`config.mk`:
```
export PLATFORM = sky130hd
export DESIGN_NAME = hb_tx_arbiter
export DESIGN_NICKNAME = d
export VERILOG_FILES = /design/src/rtl/hb_tx_arbiter.sv
export SDC_FILE = /design/constraint.sdc
export NUM_CORES = 1
export LEC_CHECK = 0
export CAP_MARGIN = 20
export CORE_ASPECT_RATIO = 1.2
export CORE_MARGIN = 10
export CORE_UTILIZATION = 35
export DETAILED_ROUTE_END_ITERATION = 8
export PLACE_DENSITY = 0.69
export RECOVER_POWER = 50
export REMOVE_ABC_BUFFERS = 1
export SLEW_MARGIN = 20
export SYNTH_ARGS = -nofsm -noshare
export SYNTH_HDL_FRONTEND = slang
export SYNTH_SLANG_ARGS = --single-unit
```
`constraint.sdc`:
```
create_clock -name i_clk -period 6.05 [get_ports i_clk]
set_input_delay 0.605 -clock i_clk [delete_from_list [all_inputs] [get_ports i_clk]]
set_output_delay 0.605 -clock i_clk [all_outputs]
set_load 0.01 [all_outputs]
```
`src/rtl/hb_tx_arbiter.sv`:
```
// Arbitrates the UART transmitter between hexbus packets and console bytes.
// Hexbus packets are never split; console bursts are bounded while hexbus waits.
module hb_tx_arbiter #(
   parameter int CON_BURST = 4,
   parameter int LGTIMEOUT = 8
) (
   input  logic       i_clk,
   input  logic       i_reset_n,
   input  logic       i_hb_stb,
   input  logic [7:0] i_hb_byte,
   output logic       o_hb_busy,
   input  logic       i_con_stb,
   input  logic [6:0] i_con_data,
   output logic       o_con_busy,
   output logic       o_tx_stb,
   output logic [7:0] o_tx_data,
   input  logic       i_tx_busy,
   output logic [1:0] o_owner
);

   localparam int CW = $clog2(CON_BURST + 1);
   localparam logic [CW-1:0] BMAX = CW'(CON_BURST);

   typedef enum logic [1:0] {
      S_IDLE = 2'b00,
      S_HB   = 2'b01,
      S_CON  = 2'b10
   } state_t;

   state_t               state_q, state_d;
   logic                 last_con_q, last_con_d;
   logic [CW-1:0]        burst_q, burst_d;
   logic [LGTIMEOUT-1:0] tmo_q, tmo_d;
   logic                 tx_stb_q, tx_stb_d;
   logic [7:0]           tx_data_q, tx_data_d;

   logic                 free;
   logic                 grant_hb, grant_con;
   logic                 hb_xfer, con_xfer;
   logic                 hb_nl;
   logic [CW-1:0]        cnt_base, cnt_next;
   logic                 con_done;
   logic [LGTIMEOUT-1:0] tmo_inc;
   logic                 tmo_hit;
   logic                 hb_b7_unused;

   assign hb_b7_unused = i_hb_byte[7];

   always_comb begin
      free      = !tx_stb_q || !i_tx_busy;
      hb_nl     = (i_hb_byte[6:0] == 7'h0a);
      grant_hb  = 1'b0;
      grant_con = 1'b0;
      case (state_q)
         S_IDLE: begin
            grant_hb  = i_hb_stb && (!i_con_stb || last_con_q);
            grant_con = i_con_stb && !grant_hb;
         end
         S_HB:    grant_hb  = 1'b1;
         S_CON:   grant_con = 1'b1;
         default: ;
      endcase
      hb_xfer  = i_hb_stb && free && grant_hb;
      con_xfer = i_con_stb && free && grant_con;

      // Burst count restarts at zero whenever a console grant begins
      cnt_base = (state_q == S_CON) ? burst_q : '0;
      cnt_next = (con_xfer && cnt_base != BMAX) ? cnt_base + 1'b1 : cnt_base;
      con_done = (cnt_next == BMAX) && i_hb_stb;

      tmo_inc = (&tmo_q) ? tmo_q : tmo_q + 1'b1;
      tmo_hit = &tmo_inc;
   end

   always_comb begin
      state_d    = state_q;
      last_con_d = last_con_q;
      burst_d    = burst_q;
      tmo_d      = tmo_q;
      case (state_q)
         S_IDLE: begin
            tmo_d   = '0;
            burst_d = cnt_next;
            if (grant_hb) begin
               state_d = S_HB;
               if (hb_xfer && hb_nl) begin
                  last_con_d = 1'b0;
                  burst_d    = '0;
                  state_d    = i_con_stb ? S_CON : S_IDLE;
               end
            end else if (grant_con) begin
               state_d    = con_done ? S_IDLE : S_CON;
               last_con_d = last_con_q || con_done;
            end
         end
         S_HB: begin
            burst_d = '0;
            if (hb_xfer) begin
               tmo_d = '0;
               if (hb_nl) begin
                  last_con_d = 1'b0;
                  state_d    = i_con_stb ? S_CON : S_IDLE;
               end
            end else if (!i_hb_stb) begin
               tmo_d = tmo_inc;
               if (tmo_hit) begin
                  last_con_d = 1'b0;
                  state_d    = S_IDLE;
               end
            end
         end
         S_CON: begin
            burst_d = cnt_next;
            if (!i_con_stb || con_done) begin
               last_con_d = 1'b1;
               state_d    = S_IDLE;
            end
         end
         default: state_d = S_IDLE;
      endcase
   end

   // Output holds while UART is busy, refills in the drain cycle
   always_comb begin
      tx_stb_d  = tx_stb_q && i_tx_busy;
      tx_data_d = tx_data_q;
      if (hb_xfer) begin
         tx_stb_d  = 1'b1;
         tx_data_d = {1'b1, i_hb_byte[6:0]};
      end else if (con_xfer) begin
         tx_stb_d  = 1'b1;
         tx_data_d = {1'b0, i_con_data};
      end
   end

   always_ff @(posedge i_clk or negedge i_reset_n) begin
      if (!i_reset_n) begin
         state_q    <= S_IDLE;
         last_con_q <= 1'b1;
         burst_q    <= '0;
         tmo_q      <= '0;
         tx_stb_q   <= 1'b0;
         tx_data_q  <= '0;
      end else begin
         state_q    <= state_d;
         last_con_q <= last_con_d;
         burst_q    <= burst_d;
         tmo_q      <= tmo_d;
         tx_stb_q   <= tx_stb_d;
         tx_data_q  <= tx_data_d;
      end
   end

   assign o_hb_busy  = !(free && grant_hb);
   assign o_con_busy = !(free && grant_con);
   assign o_tx_stb   = tx_stb_q;
   assign o_tx_data  = tx_data_q;
   assign o_owner    = state_q;

endmodule

```
Word-level counts from Yosys, hierarchy flattened

Cells that the tools add are included.

Logic and storage cells: 85
Bits in read-only memories: 0
Latch bits: 0
Bits in writable memories: 0
Input bits: 20
Output and inout port bits: 13
Bits in registers: 23
Memories: 0

Muxes and demuxes: 35
Bitwise gates (word level): 0
Shift-type cells: 0
Reduce and logical (&&, ||, !) cells: 31
$add $sub $neg: 2
Eq/ne operators: 11
Div/mod/pow operators: 0
Order comparisons: 0
Multipliers: 0

Operators by type and width:

| cell                                           | number |
|---|---|
| two-way mux 8 bit                              | 5 |
| two-way mux 2 bit                              | 10 |
| != test 3 bit (second input constant)          | 6 |
| case mux 8 bit (2 select lines)                | 1 |
| AND reduction 8 bit                            | 2 |
| logical AND 1 bit                              | 12 |
| two-way mux 3 bit                              | 4 |
| two-way mux 1 bit                              | 10 |
| case mux 3 bit (3 select lines)                | 1 |
| adder 8 x 1 -> 8 bit (second input constant)   | 1 |
| == test 7 x 4 -> 1 bit (second input constant) | 1 |
| AND reduction 7 bit                            | 1 |
| logical NOT 1 bit                              | 6 |
| case mux 2 bit (3 select lines)                | 1 |
| AND reduction 5 bit                            | 1 |
| logical OR 1 bit                               | 4 |
| case mux 1 bit (2 select lines)                | 2 |
| nonzero test 2 bit                             | 2 |
| adder 3 x 1 -> 3 bit (second input constant)   | 1 |
| == test 3 bit (second input constant)          | 1 |
| case mux 1 bit (3 select lines)                | 1 |
| nonzero test 3 bit                             | 1 |
| == test 2 x 1 -> 1 bit (second input constant) | 1 |
| == test 2 bit (second input constant)          | 1 |
| other kinds (3)                                | 3 |

Depth between registers and ports, before layout

Depth after elaboration: 15
Depth in mapped cells: 11
Mapped depth without buffers: 10

Worst setup path before layout

Ideal clock, no wire load.

Path type: reg-to-reg
From: register state_q[0] (netlist: o_owner[0])
To: register state_q[1] (netlist: o_owner[1])
Data required time: 5910 ps
Library setup time: 140 ps
Buffers on the path: 1
Arrival time: 2407 ps
Period minus slack after synthesis: 2547 ps
Cell stages (with the launch flop): 12
Path slack: 3503 ps
Cells stage by stage: dfrtp_1 > inv_1 > ha_1 > buf_6 > nand2_1 > ha_1 > nand3_1 > o2111ai_4 > or3_4 > a2111oi_4 > nand2b_1 > a32oi_1

Cells in the longest elaborated chain, start to end: 11
Elaborated cells between the ends (all ways): 28
Those cells by class: 1 x add/sub; 9 x eq/ne; 10 x mux; 8 x reduce/logical

RTL lines:

| what                                                                          | line | RTL |
|---|---|---|
| start, declared                                                               | 30   | `state_t state_q, state_d;` |
| start signal, assigned                                                        | 145  | `state_q <= state_d;` |
| parallel branches: the longest is 11 deep, another holds adder 3 x 1 -> 3 bit | --   |  |

Several ways; the timed one is not identified. The select of a mux whose other input is x is not followed.
A chain may end at the register's enable or synchronous reset.

Final worst setup path

Same ends and word-level chain as after synthesis.

==> out/results.tsv <==
metric	value	unit
worst-margin pin slew	1270	ps
number of global-route vias before repair	1433	
status	completed	
clk sinks	23	
CTS Buf Count	3	
drt first pass iters	4	
Critical Path AT	3160	ps
crit path max fanout	14	
GRT overflow	0	
Post-synth ARST share	100	%
Mapped Area	0.00171	mm^2
Sw Share	41.0	%
Pins Over Slew Limit	0	
routed via count	1533	
Synth Instances	194	
Area Overhead vs Synth	20.9	%
clock power share	12.4	%
Setup crit end kind	register	
clk buf depth	2	
Hold Fails Final Rpt	0	
CORE AREA	0.00466	mm^2
Routed Wire Length	4160	um
number of antenna violations at the first check in global routing	0	
PortBufs	31	
Synth top area share	32.1	%
# DRC	0	
Initial Util	36.8	%
Yosys reg bits	23	
unrepaired setup endpoints after global routing	no	
f_max	331	MHz
Post-synth EDFFs	0	
# Max-Cap Violations	0	
Switch Pwr	0.326	mW
Post-CTS Setup Inserts	0	
Detailed Place HPWL	3140	um
PostCTS Resize Cnt	0	
H-tree depth	1	
Site Rows	27	
Final setup violation count	0	
Startpoint Class	register	
cell-internal power	0.469	mW
Root Driver	clkbuf_8	
Ys Warns	0	
fin crit period	3020	ps
register area share after synthesis	33.6	%
WS Path Type	reg -> reg	
layout cell share with drive strength beyond 1	8.64	%
via/cell ratio	5.51	
GRT Total Usage	9.69	%
Final Wtd Congestion	0.836	
largest area contributor in the netlist	dfrtp_1	
Final period util	49.9	%
end-of-flow core utilization	44.4	%
synth unique cells	57	
I/O pins	33	
prevailing post-synth register cell	dfrtp_1	
Clock Pin Slew Worst Setup and Hold Paths	90	ps
largest net degree at the start of global routing	24	
top post-synthesis cells by area	dfrtp_1 32%, a21oi_1 5.5%, ha_1 5.1%	
clk_skew	4.50	ps
sequential power share	29.4	%
chip width	83.9	um
Worst EP required	6190	ps
NumNets Final	248	
post-route setup TNS	0	ps
PwrDens	384	mW/mm^2
first-pass GRT wire length	6780	um
Die Ht	96.7	um
leakage	0.870	nW
Tot Pwr	0.795	mW
latest clock arrival within the worst-skew pair	270	ps
Hold Slack	490	ps
ANT cells	0	
CTS tree	yes	
Peak VDD IR	163	uV
WL per Instance	15.0	um
worst slew margin relative to its limit	15.2	%
Detail Route Antenna Nets	0	
die area	0.00811	mm^2
Hold Path Class	reg -> reg	
Mapped Avg Cell Area	8.84	um^2
DRT iter0 DRCs	94	
post-cts hold buffer count	0	
combinational power share	58.2	%
## per-stage QoR
step,std cells,instance area [um^2],setup slack (ps)
2_1_floorplan,184,1640,3380
3_3_place_gp,273,2030,3070
3_5_place_dp,273,2030,3070
4_1_cts,277,2070,3040
5_1_grt,278,2070,2820
6_report,278,2070,3030
## flip-flops by register name, summed over array words and instances (netlist names)
signal	cells
o_tx_data	8
o_tx_stb	1
o_owner	2
tmo_q	8
burst_q	3
last_con_q	1
## Yosys cell counts (all sizes together), types with 2 or more instances
master	n
dfrtp	22
nand2	20
nor2	20
a21oi	19
nand3	9
mux2i	8
o21ai	8
ha	7
inv	7
buf	6
nand2b	6
a31oi	4
clkbuf	4
nor3	4
o22ai	4
a21boi	3
a21o	3
and3	3
o211ai	3
o22a	3
o31ai	3
or3	3
nand4	2
o2111ai	2
## worst paths after layout
| kind | from | to | slack (ps) | cells past startpoint |
|---|---|---|---|---|
| max | o_owner[0]$_DFFE_PN0P_ | o_owner[1]$_DFFE_PN0P_ | 3030 | 10 |
| min | o_tx_data[7]$_DFFE_PN0P_ | o_tx_data[7]$_DFFE_PN0P_ | 490 | 2 |
| max reg2reg | o_owner[0]$_DFFE_PN0P_ | o_owner[1]$_DFFE_PN0P_ | 3030 | 10 |
| min reg2reg | o_tx_data[7]$_DFFE_PN0P_ | o_tx_data[7]$_DFFE_PN0P_ | 490 | 2 |
| max in group asynchronous | i_reset_n | o_tx_data[0]$_DFFE_PN0P_ | 4710 | 1 |
| min in group asynchronous | i_reset_n | tmo_q[6]$_DFFE_PN0P_ | 590 | 1 |
## critical path: stages, from the launching register on
cell and delay, ps:
dfrtp_1 420, inv_1 110, ha_1 480, nand2_1 230, ha_1 270, nand3_1 140, o2111ai_4 180, or3_4 380
a2111oi_4 410, nand2b_1 160, a32oi_1 90
## kinds of logic after synthesis
family          share of synthesized area (%)
compound gates                           28.2
fa+ha+maj                                5.11
buf+inv                                  5.69
flops                                    33.7
mux                                      5.33
simple gates                             22.0
## cell usage in the layout (no fill, tap or decap), types with 6 or more instances in the layout
| master | Yosys | final |
|---|---|---|
| a21oi_1 | 19 | 19 |
| clkdlybuf4s50_1 | 0 | 24 |
| dfrtp_1 | 22 | 22 |
| dlygate4sd3_1 | 0 | 6 |
| ha_1 | 7 | 7 |
| inv_1 | 7 | 7 |
| mux2i_1 | 8 | 8 |
| nand2_1 | 19 | 19 |
| nand2b_1 | 6 | 6 |
| nand3_1 | 8 | 8 |
| nor2_1 | 20 | 20 |
| o21ai_0 | 6 | 6 |
## final cells by class
| cell class | count | area [um^2] |
|---|---|---|
| Inverter | 7 | 26.3 |
| Tap cell | 58 | 72.6 |
| Multi-Input combinational cell | 154 | 1040 |
| Timing Repair Buffer | 32 | 312 |
| Sequential cell | 23 | 577 |
| Fill cell | 456 | 2590 |
| Clock buffer | 4 | 45.0 |
## metal layers
metal | GRT usage, % | wire, um | vias to the layer above
met1 | 11.3 | 1820 | 715
li1 | - | - | 771
met2 | 17.0 | 2110 | 39
met4 | 3.47 | 79 | 0
met3 | 1.76 | 156 | 8
met5 | 0 | 0 | -
## power by group through the flow
stage	Clock [mW]	Sequential, mW	Combinational, mW
finish	0.0988	0.234	0.463
global route	0.109	0.240	0.504
CTS	0.102	0.235	0.470
detailed placement	0	0.238	0.468
global placement	0	0.234	0.464
floorplan	0	0.251	0.283
Note: power is estimated with default switching activity, not from simulation.
